`config.mk`:
```
export PLATFORM = sky130hd
export DESIGN_NAME = uart_cmd_ctrl_flat
export DESIGN_NICKNAME = d
export VERILOG_FILES = /design/src/rtl/uart_cmd_pkg.sv /design/src/rtl/uart_cmd_ctrl_if.sv /design/src/rtl/uart_cmd_tx_seq.sv /design/src/rtl/uart_cmd_ctrl.sv /design/src/flat_wrapper.sv
export SDC_FILE = /design/constraint.sdc
export NUM_CORES = 1
export LEC_CHECK = 0
export CAP_MARGIN = 20
export CORE_AREA = 2 2 144 90
export CTS_BUF_LIST = sky130_fd_sc_hd__clkbuf_16
export CTS_CLUSTER_DIAMETER = 60
export CTS_CLUSTER_SIZE = 20
export DETAILED_ROUTE_END_ITERATION = 16
export DIE_AREA = 0 0 146 92
export PLACE_DENSITY = 0.49
export SYNTH_ARGS = -nofsm -noshare
export SYNTH_HDL_FRONTEND = slang
export SYNTH_HIERARCHICAL = 1
export SYNTH_SLANG_ARGS = --single-unit
```
`constraint.sdc`:
```
create_clock -name CLK -period 2.4 [get_ports CLK]
set_clock_uncertainty 0.05 [all_clocks]
set_input_delay 0.48 -clock CLK [delete_from_list [all_inputs] [get_ports CLK]]
set_output_delay 0.48 -clock CLK [all_outputs]
set_load 0.005 [all_outputs]
```
`src/rtl/uart_cmd_pkg.sv`:
```
// Shared types and constants for the UART command controller: widths, command
// codes, FSM state encodings and the TX request payload.
package uart_cmd_pkg;

    localparam int unsigned DATA_WIDTH = 8;
    localparam int unsigned ADDR_WIDTH = 4;
    localparam int unsigned FUN_WIDTH  = 4;

    localparam logic [DATA_WIDTH-1:0] CMD_RF_WR   = 8'hAA;
    localparam logic [DATA_WIDTH-1:0] CMD_RF_RD   = 8'hBB;
    localparam logic [DATA_WIDTH-1:0] CMD_ALU_OP  = 8'hCC;
    localparam logic [DATA_WIDTH-1:0] CMD_ALU_NOP = 8'hDD;
    localparam logic [DATA_WIDTH-1:0] ERR_BYTE    = 8'hEE;

    localparam logic [ADDR_WIDTH-1:0] OPA_ADDR = 4'd0;
    localparam logic [ADDR_WIDTH-1:0] OPB_ADDR = 4'd1;

    typedef enum logic [3:0] {
        ST_IDLE,
        ST_WR_ADDR,
        ST_WR_DATA,
        ST_RD_ADDR,
        ST_RD_WAIT,
        ST_OPA,
        ST_OPB,
        ST_ALU_FUN,
        ST_ALU_WAIT,
        ST_TX
    } ctrl_state_e;

    typedef enum logic [1:0] {
        TX_IDLE,
        TX_SEND,
        TX_WAIT_SET,
        TX_WAIT_CLR
    } tx_state_e;

    // Response handed from the command FSM to the TX sequencer; lo goes out first.
    typedef struct packed {
        logic [DATA_WIDTH-1:0] hi;
        logic [DATA_WIDTH-1:0] lo;
        logic [1:0]            cnt;
    } tx_req_t;

endpackage

```
`src/rtl/uart_cmd_ctrl_if.sv`:
```
// Bus bundle between the command controller (master) and the UART, register
// file and ALU (slave side).
interface uart_cmd_ctrl_if;
    import uart_cmd_pkg::*;

    logic [DATA_WIDTH-1:0]   RX_P_DATA;
    logic                    RX_D_VLD;
    logic                    RF_WrEn;
    logic                    RF_RdEn;
    logic [ADDR_WIDTH-1:0]   RF_Address;
    logic [DATA_WIDTH-1:0]   RF_WrData;
    logic [DATA_WIDTH-1:0]   RF_RdData;
    logic                    RF_RdData_Valid;
    logic                    ALU_EN;
    logic [FUN_WIDTH-1:0]    ALU_FUN;
    logic [2*DATA_WIDTH-1:0] ALU_OUT;
    logic                    ALU_OUT_Valid;
    logic                    CLK_GATE_EN;
    logic [DATA_WIDTH-1:0]   TX_P_DATA;
    logic                    TX_D_VLD;
    logic                    TX_busy;

    modport master (
        input  RX_P_DATA, RX_D_VLD, RF_RdData, RF_RdData_Valid,
               ALU_OUT, ALU_OUT_Valid, TX_busy,
        output RF_WrEn, RF_RdEn, RF_Address, RF_WrData, ALU_EN, ALU_FUN,
               CLK_GATE_EN, TX_P_DATA, TX_D_VLD
    );

    modport slave (
        output RX_P_DATA, RX_D_VLD, RF_RdData, RF_RdData_Valid,
               ALU_OUT, ALU_OUT_Valid, TX_busy,
        input  RF_WrEn, RF_RdEn, RF_Address, RF_WrData, ALU_EN, ALU_FUN,
               CLK_GATE_EN, TX_P_DATA, TX_D_VLD
    );

endinterface

```
`src/rtl/uart_cmd_tx_seq.sv`:
```
// TX byte sequencer: sends one or two bytes (low first) over the valid/busy
// handshake, holding each byte until busy has been seen high and then low.
module uart_cmd_tx_seq
    import uart_cmd_pkg::*;
(
    input  logic                  CLK,
    input  logic                  RST,
    input  logic                  start,
    input  tx_req_t               req,
    input  logic                  tx_busy,
    output logic [DATA_WIDTH-1:0] tx_data,
    output logic                  tx_vld,
    output logic                  done
);

    tx_state_e             state_q, state_d;
    logic [DATA_WIDTH-1:0] data_q, data_d;
    logic [DATA_WIDTH-1:0] hi_q, hi_d;
    logic [1:0]            cnt_q, cnt_d;
    logic                  vld_q, vld_d;
    logic                  done_q, done_d;

    always_comb begin
        state_d = state_q;
        data_d  = data_q;
        hi_d    = hi_q;
        cnt_d   = cnt_q;
        vld_d   = 1'b0;
        done_d  = 1'b0;
        case (state_q)
            TX_IDLE: begin
                if (start) begin
                    data_d  = req.lo;
                    hi_d    = req.hi;
                    cnt_d   = req.cnt;
                    state_d = TX_SEND;
                end
            end
            TX_SEND: begin
                if (!tx_busy) begin
                    vld_d   = 1'b1;
                    state_d = TX_WAIT_SET;
                end
            end
            TX_WAIT_SET: begin
                if (tx_busy) state_d = TX_WAIT_CLR;
            end
            TX_WAIT_CLR: begin
                // Byte is finished only once busy drops; then load the high byte or finish.
                if (!tx_busy) begin
                    if (cnt_q == 2'd2) begin
                        data_d  = hi_q;
                        cnt_d   = 2'd1;
                        state_d = TX_SEND;
                    end else begin
                        done_d  = 1'b1;
                        state_d = TX_IDLE;
                    end
                end
            end
            default: state_d = TX_IDLE;
        endcase
    end

    always_ff @(posedge CLK) begin
        if (!RST) begin
            state_q <= TX_IDLE;
            data_q  <= '0;
            hi_q    <= '0;
            cnt_q   <= 2'd0;
            vld_q   <= 1'b0;
            done_q  <= 1'b0;
        end else begin
            state_q <= state_d;
            data_q  <= data_d;
            hi_q    <= hi_d;
            cnt_q   <= cnt_d;
            vld_q   <= vld_d;
            done_q  <= done_d;
        end
    end

    assign tx_data = data_q;
    assign tx_vld  = vld_q;
    assign done    = done_q;

endmodule

```
`src/rtl/uart_cmd_ctrl.sv`:
```
// UART command controller: decodes RX command frames into RF/ALU operations and
// returns results through the TX sequencer. Define CMD_ILLEGAL_RESP_EN to answer
// unknown command bytes with 0xEE.
module uart_cmd_ctrl
    import uart_cmd_pkg::*;
(
    input  logic            CLK,
    input  logic            RST,
    uart_cmd_ctrl_if.master bus
);

    ctrl_state_e           state_q, state_d;
    logic                  wr_en_q, wr_en_d;
    logic                  rd_en_q, rd_en_d;
    logic [ADDR_WIDTH-1:0] addr_q, addr_d;
    logic [DATA_WIDTH-1:0] wdata_q, wdata_d;
    logic                  alu_en_q, alu_en_d;
    logic [FUN_WIDTH-1:0]  fun_q, fun_d;
    logic                  gate_q, gate_d;
    logic                  tx_start_q, tx_start_d;
    tx_req_t               tx_req_q, tx_req_d;
    logic                  tx_done;

    always_comb begin
        state_d    = state_q;
        wr_en_d    = 1'b0;
        rd_en_d    = 1'b0;
        addr_d     = addr_q;
        wdata_d    = wdata_q;
        alu_en_d   = 1'b0;
        fun_d      = fun_q;
        tx_start_d = 1'b0;
        tx_req_d   = tx_req_q;
        case (state_q)
            ST_IDLE: begin
                if (bus.RX_D_VLD) begin
                    case (bus.RX_P_DATA)
                        CMD_RF_WR:   state_d = ST_WR_ADDR;
                        CMD_RF_RD:   state_d = ST_RD_ADDR;
                        CMD_ALU_OP:  state_d = ST_OPA;
                        CMD_ALU_NOP: state_d = ST_ALU_FUN;
                        default: begin
`ifdef CMD_ILLEGAL_RESP_EN
                            tx_start_d   = 1'b1;
                            tx_req_d.hi  = '0;
                            tx_req_d.lo  = ERR_BYTE;
                            tx_req_d.cnt = 2'd1;
                            state_d      = ST_TX;
`endif
                        end
                    endcase
                end
            end
            ST_WR_ADDR: begin
                if (bus.RX_D_VLD) begin
                    addr_d  = bus.RX_P_DATA[ADDR_WIDTH-1:0];
                    state_d = ST_WR_DATA;
                end
            end
            ST_WR_DATA: begin
                if (bus.RX_D_VLD) begin
                    wr_en_d = 1'b1;
                    wdata_d = bus.RX_P_DATA;
                    state_d = ST_IDLE;
                end
            end
            ST_RD_ADDR: begin
                if (bus.RX_D_VLD) begin
                    rd_en_d = 1'b1;
                    addr_d  = bus.RX_P_DATA[ADDR_WIDTH-1:0];
                    state_d = ST_RD_WAIT;
                end
            end
            ST_RD_WAIT: begin
                if (bus.RF_RdData_Valid) begin
                    tx_start_d   = 1'b1;
                    tx_req_d.hi  = '0;
                    tx_req_d.lo  = bus.RF_RdData;
                    tx_req_d.cnt = 2'd1;
                    state_d      = ST_TX;
                end
            end
            ST_OPA: begin
                if (bus.RX_D_VLD) begin
                    wr_en_d = 1'b1;
                    addr_d  = OPA_ADDR;
                    wdata_d = bus.RX_P_DATA;
                    state_d = ST_OPB;
                end
            end
            ST_OPB: begin
                if (bus.RX_D_VLD) begin
                    wr_en_d = 1'b1;
                    addr_d  = OPB_ADDR;
                    wdata_d = bus.RX_P_DATA;
                    state_d = ST_ALU_FUN;
                end
            end
            ST_ALU_FUN: begin
                if (bus.RX_D_VLD) begin
                    alu_en_d = 1'b1;
                    fun_d    = bus.RX_P_DATA[FUN_WIDTH-1:0];
                    state_d  = ST_ALU_WAIT;
                end
            end
            ST_ALU_WAIT: begin
                if (bus.ALU_OUT_Valid) begin
                    tx_start_d   = 1'b1;
                    tx_req_d.hi  = bus.ALU_OUT[2*DATA_WIDTH-1:DATA_WIDTH];
                    tx_req_d.lo  = bus.ALU_OUT[DATA_WIDTH-1:0];
                    tx_req_d.cnt = 2'd2;
                    state_d      = ST_TX;
                end
            end
            ST_TX: begin
                if (tx_done) state_d = ST_IDLE;
            end
            default: state_d = ST_IDLE;
        endcase
        // Gate tracks the registered state, so it spans exactly ALU_FUN..ALU_WAIT.
        gate_d = (state_d == ST_ALU_FUN) || (state_d == ST_ALU_WAIT);
    end

    always_ff @(posedge CLK) begin
        if (!RST) begin
            state_q    <= ST_IDLE;
            wr_en_q    <= 1'b0;
            rd_en_q    <= 1'b0;
            addr_q     <= '0;
            wdata_q    <= '0;
            alu_en_q   <= 1'b0;
            fun_q      <= '0;
            gate_q     <= 1'b0;
            tx_start_q <= 1'b0;
            tx_req_q   <= '0;
        end else begin
            state_q    <= state_d;
            wr_en_q    <= wr_en_d;
            rd_en_q    <= rd_en_d;
            addr_q     <= addr_d;
            wdata_q    <= wdata_d;
            alu_en_q   <= alu_en_d;
            fun_q      <= fun_d;
            gate_q     <= gate_d;
            tx_start_q <= tx_start_d;
            tx_req_q   <= tx_req_d;
        end
    end

    assign bus.RF_WrEn     = wr_en_q;
    assign bus.RF_RdEn     = rd_en_q;
    assign bus.RF_Address  = addr_q;
    assign bus.RF_WrData   = wdata_q;
    assign bus.ALU_EN      = alu_en_q;
    assign bus.ALU_FUN     = fun_q;
    assign bus.CLK_GATE_EN = gate_q;

    uart_cmd_tx_seq u_tx_seq (
        .CLK     (CLK),
        .RST     (RST),
        .start   (tx_start_q),
        .req     (tx_req_q),
        .tx_busy (bus.TX_busy),
        .tx_data (bus.TX_P_DATA),
        .tx_vld  (bus.TX_D_VLD),
        .done    (tx_done)
    );

endmodule

```
`src/flat_wrapper.sv`:
```
// flat-port wrapper written by rule: the top's interface ports become plain ports
module uart_cmd_ctrl_flat import uart_cmd_pkg::*;
  (CLK, RST, bus_RX_P_DATA, bus_RX_D_VLD, bus_RF_RdData, bus_RF_RdData_Valid, bus_ALU_OUT, bus_ALU_OUT_Valid, bus_TX_busy, bus_RF_WrEn, bus_RF_RdEn, bus_RF_Address, bus_RF_WrData, bus_ALU_EN, bus_ALU_FUN, bus_CLK_GATE_EN, bus_TX_P_DATA, bus_TX_D_VLD);
  uart_cmd_ctrl_if bus_i ();
  input  logic CLK;
  input  logic RST;
  input wire logic [$bits(bus_i.RX_P_DATA)-1:0] bus_RX_P_DATA;
  input wire logic [$bits(bus_i.RX_D_VLD)-1:0] bus_RX_D_VLD;
  input wire logic [$bits(bus_i.RF_RdData)-1:0] bus_RF_RdData;
  input wire logic [$bits(bus_i.RF_RdData_Valid)-1:0] bus_RF_RdData_Valid;
  input wire logic [$bits(bus_i.ALU_OUT)-1:0] bus_ALU_OUT;
  input wire logic [$bits(bus_i.ALU_OUT_Valid)-1:0] bus_ALU_OUT_Valid;
  input wire logic [$bits(bus_i.TX_busy)-1:0] bus_TX_busy;
  output wire logic [$bits(bus_i.RF_WrEn)-1:0] bus_RF_WrEn;
  output wire logic [$bits(bus_i.RF_RdEn)-1:0] bus_RF_RdEn;
  output wire logic [$bits(bus_i.RF_Address)-1:0] bus_RF_Address;
  output wire logic [$bits(bus_i.RF_WrData)-1:0] bus_RF_WrData;
  output wire logic [$bits(bus_i.ALU_EN)-1:0] bus_ALU_EN;
  output wire logic [$bits(bus_i.ALU_FUN)-1:0] bus_ALU_FUN;
  output wire logic [$bits(bus_i.CLK_GATE_EN)-1:0] bus_CLK_GATE_EN;
  output wire logic [$bits(bus_i.TX_P_DATA)-1:0] bus_TX_P_DATA;
  output wire logic [$bits(bus_i.TX_D_VLD)-1:0] bus_TX_D_VLD;
  assign bus_i.RX_P_DATA = bus_RX_P_DATA;
  assign bus_i.RX_D_VLD = bus_RX_D_VLD;
  assign bus_i.RF_RdData = bus_RF_RdData;
  assign bus_i.RF_RdData_Valid = bus_RF_RdData_Valid;
  assign bus_i.ALU_OUT = bus_ALU_OUT;
  assign bus_i.ALU_OUT_Valid = bus_ALU_OUT_Valid;
  assign bus_i.TX_busy = bus_TX_busy;
  assign bus_RF_WrEn = bus_i.RF_WrEn;
  assign bus_RF_RdEn = bus_i.RF_RdEn;
  assign bus_RF_Address = bus_i.RF_Address;
  assign bus_RF_WrData = bus_i.RF_WrData;
  assign bus_ALU_EN = bus_i.ALU_EN;
  assign bus_ALU_FUN = bus_i.ALU_FUN;
  assign bus_CLK_GATE_EN = bus_i.CLK_GATE_EN;
  assign bus_TX_P_DATA = bus_i.TX_P_DATA;
  assign bus_TX_D_VLD = bus_i.TX_D_VLD;
  uart_cmd_ctrl u_core (.CLK(CLK), .RST(RST), .bus(bus_i));
endmodule
```
==> Yosys cells after proc, flatten, opt, wreduce, memory -nomap -nowiden <==
Cells that the tools add are included.
{ "totals": {"reg_bits": 65, "input_bits": 38} }
{ "op_classes": {"n_reduce_logical": 20, "n_mux": 39, "eq_ne": 29, "n_bitwise": 2} }
{ "ops": {"columns": ["op", "count"], "rows": [
  ["$mux W4", 13],
  ["$pmux W4 S10", 1],
  ["$mux W18", 2],
  ["$pmux W18 S2", 1],
  ["$eq A8 B8 Y1 const B", 4],
  ["$mux W8", 3],
  ["$eq A4 B3 Y1 const B", 5],
  ["$ne A2 B2 Y1 const B", 8],
  ["$pmux W4 S4", 1],
  ["$pmux W8 S2", 1],
  ["$mux W2", 7],
  ["$reduce_and A2 Y1", 7],
  ["$eq A4 B4 Y1 const B", 3],
  ["$pmux W4 S3", 1],
  ["$reduce_and A4 Y1", 3],
  ["$eq A4 B2 Y1 const B", 2],
  ["$pmux W2 S4", 1],
  ["$eq A2 B2 Y1 const B", 3],
  ["$mux W1", 6],
  ["$reduce_or A3 Y1", 2],
  ["$eq A4 B1 Y1 const B", 1],
  ["$logic_not A4 Y1", 1],
  ["$ne A2 B1 Y1 const B", 2],
  ["$pmux W2 S2", 1],
  ["other kinds (9)", 11]
]} }

==> Depth between registers and ports, before layout <==
Gate-level depths: netlist (run 1).
{ "logic_depth": {"word_depth": 6, "ltp_mapped": 8, "mapped_depth_nobuf": 5} }

==> Cells and area by module <==
Netlist (run 1), hierarchy kept.
{ "modules_own_cells": {"columns": ["module", "cells_per_inst", "area_per_inst_um2", "seq_area_each_um2", "instances"], "rows": [
  ["uart_cmd_ctrl", 197, 1869.3, 860.8, 1],
  ["uart_cmd_tx_seq", 120, 1082.3, 440.4, 1]
]} }

==> Least setup slack after synthesis (run 1) <==
OpenSTA, ideal clock, no wires.
{ "synth_path": {"path_type": "input to register", "startpoint": "input port bus_RX_D_VLD", "endpoint": "register u_core.gate_q (netlist: u_core/bus.CLK_GATE_EN)", "path_slack_ps": 712, "setup_time_ps": 123, "path_buffers": 1, "arrival_ps": 1515, "path_stages": 5, "cell_sequence": "buf_4 -> nor3b_2 -> nand3_1 -> o221a_1 -> mux2_1"} }
{ "synth_via": {"elab_chain_len": 4, "word_cells_on_any_way": 11, "cone_classes": "eq/ne (2); mux (8); reduce/logical (1)"} }
{ "synth_rtl": {"columns": ["element", "line_no", "text"], "rows": [
  ["start, declared", "flat_wrapper.sv:8", "input wire logic [$bits(bus_i.RX_D_VLD)-1:0] bus_RX_D_VLD;"],
  ["$mux W4 (tied with other cells)", "uart_cmd_ctrl.sv:100", "if (bus.RX_D_VLD) begin"],
  ["$pmux W4 S10 *", "uart_cmd_ctrl.sv:34", "case (state_q)"],
  ["$eq A4 B3 Y1 / $eq A4 B4 Y1 (equally long branches)", "uart_cmd_ctrl.sv:121", "gate_d = (state_d == ST_ALU_FUN) || (state_d == ST_ALU_WAIT);"],
  ["$logic_or A1 B1 Y1 *", "uart_cmd_ctrl.sv:121", null],
  ["end signal, assigned", "uart_cmd_ctrl.sv:144", "gate_q <= gate_d;"],
  ["end, declared", "uart_cmd_ctrl.sv:19", "logic gate_q, gate_d;"]
]} }
Mark *: on every way between the ends. The rest lies on a longest branch, timed or not.
A chain may end at the register's enable or synchronous reset.

==> Final worst setup path (run 1) <==
{ "layout_path": {"startpoint": "input port bus_RX_P_DATA[6]", "endpoint": "register u_core.gate_q (netlist: u_core/bus.CLK_GATE_EN)"} }
{ "layout_via": {"elab_chain_len": 6, "word_cells_on_any_way": 10, "cone_classes": "eq/ne (6); mux (3); reduce/logical (1)"} }
{ "layout_rtl": {"columns": ["element", "line_no", "text"], "rows": [
  ["start, declared", "flat_wrapper.sv:7", "input wire logic [$bits(bus_i.RX_P_DATA)-1:0] bus_RX_P_DATA;"],
  ["$eq A8 B8 Y1", "uart_cmd_ctrl.sv:37", "case (bus.RX_P_DATA)"],
  ["$pmux W4 S4 *", "uart_cmd_ctrl.sv:37", null],
  ["$mux W4 *", "uart_cmd_ctrl.sv:36", "if (bus.RX_D_VLD) begin"],
  ["$pmux W4 S10 *", "uart_cmd_ctrl.sv:34", null],
  ["$eq A4 B3 Y1 / $eq A4 B4 Y1 (equally long branches)", "uart_cmd_ctrl.sv:121", null],
  ["$logic_or A1 B1 Y1 *", "uart_cmd_ctrl.sv:121", null]
]} }
Marks and branches as above.

==> results of run 1 <==
==> cells by family after synthesis <==
kind of cell / after synthesis
AO/OA/AOI/OAI: 64
buffers and inverters: 26
adder cells (fa/ha/maj): 5
XOR/XNOR: 2
AND/OR/NAND/NOR: 124
multiplexers: 31
flip-flops: 65
==> power by group through the flow <==
stage | registers, W | logic (W) | clock network, W
6_report | 0.00111 | 0.000233 | 0.00123
3_3_place_gp | 0.00114 | 0.000229 | 0
3_5_place_dp | 0.00114 | 0.000233 | 0
5_1_grt | 0.00111 | 0.000255 | 0.00132
4_1_cts | 0.00111 | 0.000234 | 0.00127
2_1_floorplan | 0.00113 | 0.000124 | 0
==> flip-flops by register name, summed over array words and instances, names as in the netlist <==
name,count
u_core/bus.CLK_GATE_EN,1
u_core/bus.RF_RdEn,1
u_core/tx_start_q,1
u_core/u_tx_seq/cnt_q,2
u_core/bus.RF_Address,4
u_core/u_tx_seq/tx_vld,1
u_core/u_tx_seq/done,1
u_core/u_tx_seq/tx_data,8
u_core/bus.RF_WrData,8
u_core/bus.RF_WrEn,1
u_core/u_tx_seq/state_q,2
u_core/bus.ALU_EN,1
u_core/bus.ALU_FUN,4
u_core/u_tx_seq/hi_q,8
u_core/tx_req_q,18
u_core/state_q,4
==> per-stage QoR <==
stage / area [um^2] / hold WS, ns / utilization (%) / setup WS, ns
2_1_floorplan: 2952 / 0.3829 / - / 0.7119
6_report: 4123 / 0.4079 / 33.43 / 0.3690
4_1_cts: 4123 / 0.4088 / 33.43 / 0.3992
3_3_place_gp: 3844 / 0.3918 / 31.17 / 0.1167
3_5_place_dp: 3844 / 0.4006 / 31.17 / 0.05640
5_1_grt: 4123 / 0.4333 / 33.43 / 0.2946
==> critical path: stages <==
cell,delay [ns]
clkdlybuf4s50_1,0.50
nor4bb_1,0.39
nor2_1,0.18
o221a_1,0.30
mux2_1,0.33
==> per-layer routing <==
metal	track usage [%]	part of all wire, %
met1	19.54	56
met2	16.12	37
met3	4.229	6.0
met4	4.854	0.75
met5	0	0
==> path summary, 6_finish.rpt <==
check | startpoint | end | slack [ns]
min reg2reg | u_core/tx_req_q[6]$_SDFFE_PN0P_ | u_core/tx_req_q[6]$_SDFFE_PN0P_ | 0.41
max | bus_RX_P_DATA[6] | u_core/bus.CLK_GATE_EN$_SDFF_PN0_ | 0.37
max reg2reg | u_core/state_q[3]$_SDFF_PN0_ | u_core/bus.CLK_GATE_EN$_SDFF_PN0_ | 0.39
min | u_core/tx_req_q[6]$_SDFFE_PN0P_ | u_core/tx_req_q[6]$_SDFFE_PN0P_ | 0.41
==> cell usage in the layout (no fill, tap or decap), drive strengths merged, types with 2 or more instances in the layout <==
master,synthesis,final
nand2b,4,4
ha,5,5
o21ai,6,6
inv,5,7
nand2,45,45
clkinv,2,6
buf,13,16
mux2,11,11
and3,3,3
nand4,3,3
nor2,35,35
nor2b,5,5
clkbuf,6,9
a21oi,23,23
dfxtp,65,65
o221a,2,2
nor4bb,2,2
nand3,10,10
clkdlybuf4s50,0,66
a31oi,3,3
and2,4,4
nor4,4,4
a22oi,19,19
mux2i,20,20
nor3b,2,2
==> layout make-up <==
type,count,area (um^2)
Clock buffer,9,225.2
Clock inverter,7,53.80
Fill cell,1297,8209
Inverter,7,26.28
Multi-Input combinational cell,226,1510
Sequential cell,65,1301
Tap cell,170,212.7
Timing Repair Buffer,82,793.3
==> reports/qor.yml, run 1 <==
synth-seq-area-share_pct: 44.09
rows: 32
worst_setup_path_start_kind: "input port"
initial_core_util_pct: 23.93
synth_edf_count: 0
drt-total-wl_um: 8277
post_cts_buffers: 0
finalHoldViolations: 0
reg2reg_depth: 5
port-buffer-count: 66
synth-xor-area-share_pct: 0.5935
yosys.area.top_type: "dfxtp_1"
place.gp.congestion: 0.8506
seqPwrFrac_pct: 43.3
die_w_um: 146
syn_area_per_cell_um2: 9.311
antenna_found_initial: 0
tns_ns: 0
die_h_um: 92
drv_cap: 0
insertedDiodeCount: 0
arrival_ns: 2.18
p_total_w: 0.002572
drive_above_1_share_pct: 12.37
ys_warn_count: 6
syn2layout_area_growth_pct: 39.68
synthSimpleGateAreaFrac_pct: 21.83
post_cts_resize_count: 0
combPwrFrac_pct: 9.1
worstMarginPinSlew_ns: 0.6008
power.switching_w: 0.0005738
clk_path_buf_depth: 2
dp_hpwl_um: 6174
synthMuxAreaShare_pct: 11.11
dieArea_mm2: 0.01343
ant_nets: 0
numClockSinks: 65
drv_slew: 0
synth-seq-cells: 65
fin_cells: 566
ir_drop_mv: 0.3889
drtIter0Drc: 130
synth-main-ff-cell: "dfxtp_1"
drc: 0
grt-ovfl-total: 0
internal_power_w: 0.001998
switching_share_pct: 22.31
grt_pass1_wl_um: 13060
clkLatencyLatePin_ns: 0.32
core_mm2: 0.01233
min_period_ns: 2.031
grt_usage_pct: 12.83
synth_most_common_cell: "dfxtp_1"
cts_buffers: 9
root_buffer: "clkbuf_16"
grt_max_degree: 28
synth_top_family_by_area: "simple AND/OR/NAND/NOR gates"
syn_area_mm2: 0.002952
vias: 2505
crit_path_max_fanout: 3
netlist_instances: 317
hold_path.class: "flip-flop to flip-flop"
setup_viol: 0
p_per_area_mw_per_mm2: 623.7
drtPass1Iterations: 4
yosys.cell_types.count: 57
hold-path-cell-count: 2
rsz0062_at_grt: "false"
endpoint_kind: "flip-flop"
path_clk_slew_ns: 0.05
layout.nets: 434
synth_compound_area_share_pct: 15.52
synth_top_area_share_pct: 44.09
worstSetupPathType: "input port to flip-flop"
max_freq_ghz: 0.4924
slew_headroom_pct: 59.89
post-place-cells: 550
grt_pass1_vias: 2352
netlist_top_cells_area: "dfxtp_1 44%, mux2i_1 6.8%, nand2_1 5.3%"
via_per_inst: 4.426
wl_per_cell_um: 14.62
htree_levels: 3
ios: 67
synth_nets: 360
cts_tree: "built"
fin_crit_sh_pct: 84.62
leakage_nw: 1.570
crit_required_ns: 2.55
p_clk_share_pct: 47.7
synthAdderAreaFrac_pct: 2.120
cts_hold_buf: 0
async_reset_ff_share_pct: 0
status: "completed"
synth.top_cells.by_count: "65 x dfxtp_1, 42 x nand2_1, 33 x nor2_1"
Power figures use the tool's default switching activity.
==> inputs of run 2 (changes only) <==
==> constraint.sdc (replaced) <==
create_clock -name CLK -period 1.9 [get_ports CLK]
set_clock_uncertainty 0.05 [all_clocks]
set_input_delay 0.38 -clock CLK [delete_from_list [all_inputs] [get_ports CLK]]
set_output_delay 0.38 -clock CLK [all_outputs]
set_load 0.005 [all_outputs]
==> run 2 against run 1 <==
  * Total power rose by 27%
  * Final cell count is 2.3% higher
  * Final area rose by 3.6%
  * Largest cell class unchanged
  * Utilization increased by 1.2 points
  * Combinational power up 40%
  * Clock power up 25%
==> reports/qor.yml, run 2 (same netlist as run 1, synthesis figures left out) <==
drive_above_1_share_pct: 16.63  # was 12.37%
rrSetupSlack_ns: 0.11  # was 0.39 ns
grt-ovfl-total: 0  # unchanged
clkLatencyLatePin_ns: 0.32  # about the same
combPwrFrac_pct: 10.0  # was 9.1%
die_h_um: 92  # unchanged
post_cts_resize_count: 1  # was 0
drc: 0  # unchanged
use_met1_pct: 20.58  # was 19.54%
power.switching_w: 0.0007248  # was 0.0005738 W
cts_tree: "built"  # unchanged
insertedDiodeCount: 0  # unchanged
placed_cell_area_mm2: 0.003974  # was 0.003844 mm^2
cp_slowest_cell: "clkdlybuf4s50_1"  # unchanged
arrival_ns: 2.00  # was 2.18 ns
crit_required_ns: 2.05  # was 2.55 ns
critical_path_buf_inv_count: 2  # was 1
root_buffer: "clkbuf_16"  # unchanged
setup_viol: 0  # unchanged
dp_hpwl_um: 6369  # was 6174 um
syn2layout_area_growth_pct: 44.64  # was 39.68%
p_per_area_mw_per_mm2: 767.4  # was 623.7 mW/mm^2
ant_nets: 0  # unchanged
grt_usage_pct: 13.34  # was 12.83%
min_period_ns: 1.851
cts_buffers: 9  # unchanged
grt_pass1_vias: 2544  # was 2352
p_clk_share_pct: 47.1  # was 47.7%
grt_use_met2_pct: 16.86  # was 16.12%
core_mm2: 0.01233  # unchanged
vias: 2589  # was 2505
startpoint: "bus_RX_D_VLD"  # was bus_RX_P_DATA[6]
drtIter0Drc: 156  # was 130
max_freq_ghz: 0.5403
grt_max_degree: 19  # was 28
cp_top_family: "buffers and inverters"  # was simple AND/OR/NAND/NOR gates
clk_path_buf_depth: 2  # unchanged
worst_setup_path_start_kind: "input port"  # unchanged
path_clk_slew_ns: 0.05  # about the same
drv_slew: 0  # unchanged
via_per_inst: 4.472  # was 4.426
crit_path_max_fanout: 7  # was 3
cts_hold_buf: 0  # unchanged
final_area_mm2: 0.004269  # was 0.004123 mm^2
post_cts_buffers: 0  # unchanged
crit_end: "u_core/bus.CLK_GATE_EN$_SDFF_PN0_"  # unchanged
whs_ns: 0.3989  # was 0.4079 ns
initial_core_util_pct: 23.93  # unchanged
die_w_um: 146  # unchanged
path_cells: "clkdlybuf4s50_1 -> buf_4 -> nor2_1 -> o21ai_0 -> o221a_1 -> mux2_1"  # was clkdlybuf4s50_1 -> nor4bb_1 -> nor2_1 -> o221a_1 -> mux2_1
drt-total-wl_um: 8430  # was 8277 um
largest_reg_flops: 18  # unchanged
ios: 67  # unchanged
finalHoldViolations: 0  # unchanged
status: "completed"  # unchanged
dieArea_mm2: 0.01343  # unchanged
regMostFlops: "u_core/tx_req_q"  # unchanged
wl_per_cell_um: 14.56  # was 14.62 um
grt.met3_usage_pct: 4.577  # was 4.229%
drv_cap: 0  # unchanged
hold_path.class: "flip-flop to flip-flop"  # unchanged
slew_headroom_pct: 67.66  # was 59.89%
antenna_found_initial: 0  # unchanged
grt_pass1_wl_um: 13830  # was 13060 um
worstSetupPathType: "input port to flip-flop"  # unchanged
htree_levels: 3  # unchanged
timing.rr.end: "u_core/u_tx_seq/state_q[0]$_SDFFE_PN0P_"  # was u_core/bus.CLK_GATE_EN$_SDFF_PN0_
timing.rr.start: "u_core/u_tx_seq/state_q[0]$_SDFFE_PN0P_"  # was u_core/state_q[3]$_SDFF_PN0_
port-buffer-count: 66  # unchanged
leakage_nw: 1.649  # was 1.570 nW
max_stage_delay_ns: 0.54  # was 0.50 ns
grt_busiest_layer: "met1"  # unchanged
layout.nets: 448  # was 434
mostFrequentLayoutCell: "clkdlybuf4s50_1"  # unchanged
seqPwrFrac_pct: 42.9  # was 43.3%
switching_share_pct: 22.12  # was 22.31%
reg2reg_depth: 5  # unchanged
p_total_w: 0.003276  # was 0.002572 W
numClockSinks: 65  # unchanged
tns_ns: 0  # unchanged
setup_ws_ns: 0.04910  # was 0.3690 ns
ir_drop_mv: 0.4744  # was 0.3889 mV
worstMarginPinSlew_ns: 0.4844  # was 0.6008 ns
cp.depth: 6  # was 5
rows: 32  # unchanged
endpoint_kind: "flip-flop"  # unchanged
fin_crit_sh_pct: 97.42
drtPass1Iterations: 4  # unchanged
internal_power_w: 0.002551  # was 0.001998 W
place.gp.congestion: 0.8725  # was 0.8506
final_cell_mix: "66 x clkdlybuf4s50_1, 64 x dfxtp_1, 42 x nand2_1"  # was 66 x clkdlybuf4s50_1, 65 x dfxtp_1, 42 x nand2_1
pre_cts_ws_ns: -0.3514  # was 0.05640 ns
==> run 2: worst min path at each step <==
stage | slack, ns | start | depth (start not counted) | end
global route | 0.42 | u_core/u_tx_seq/tx_data[7]$_SDFFE_PN0P_ | 2 | u_core/u_tx_seq/tx_data[7]$_SDFFE_PN0P_
floorplan | 0.38 | u_core/u_tx_seq/hi_q[0]$_SDFFE_PN0P_ | 2 | u_core/u_tx_seq/hi_q[0]$_SDFFE_PN0P_
CTS | 0.40 | u_core/u_tx_seq/hi_q[0]$_SDFFE_PN0P_ | 2 | u_core/u_tx_seq/hi_q[0]$_SDFFE_PN0P_
global placement | 0.39 | u_core/tx_req_q[6]$_SDFFE_PN0P_ | 2 | u_core/tx_req_q[6]$_SDFFE_PN0P_
finish | 0.40 | u_core/u_tx_seq/hi_q[0]$_SDFFE_PN0P_ | 2 | u_core/u_tx_seq/hi_q[0]$_SDFFE_PN0P_
detailed placement | 0.39 | u_core/u_tx_seq/hi_q[0]$_SDFFE_PN0P_ | 2 | u_core/u_tx_seq/hi_q[0]$_SDFFE_PN0P_
==> run 2: final cells by class <==
| cell class | instances | area, um^2 |
|---|---|---|
| clock inverter | 6 | 52.55 |
| tap | 170 | 212.7 |
| timing repair buffer | 96 | 923.4 |
| inverter | 7 | 26.28 |
| sequential | 65 | 1303 |
| fill | 1285 | 8063 |
| multi-input combinational | 226 | 1526 |
| clock buffer | 9 | 225.2 |
==> run 2: worst reg2reg max path, stage by stage (launching register included) <==
cell and delay, ns:
dfxtp_1 0.42, inv_1 0.12, ha_1 0.27, nor2b_1 0.18, or3_1 0.37, o221a_1 0.26
==> run 2: through the flow <==
stage / instances / utilization, %
2_1_floorplan: 317 / -
3_3_place_gp: 564 / 32.22
3_5_place_dp: 564 / 32.22
4_1_cts: 579 / 34.53
5_1_grt: 579 / 34.62
6_report: 579 / 34.62
==> run 2: routing by layer <==
metal	routed length (um)	share of wire [%]
met1	4664	55
met2	3145	37
met3	571	6.8
met4	49	0.58
met5	0	0
==> run 2: power by group through the flow <==
stage | clock network, W | registers [W] | logic, W
floorplan | 0 | 0.00142 | 0.000157
global placement | 0 | 0.00143 | 0.000322
detailed placement | 0 | 0.00143 | 0.000324
CTS | 0.00160 | 0.00140 | 0.000327
global route | 0.00165 | 0.00141 | 0.000360
finish | 0.00154 | 0.00140 | 0.000327
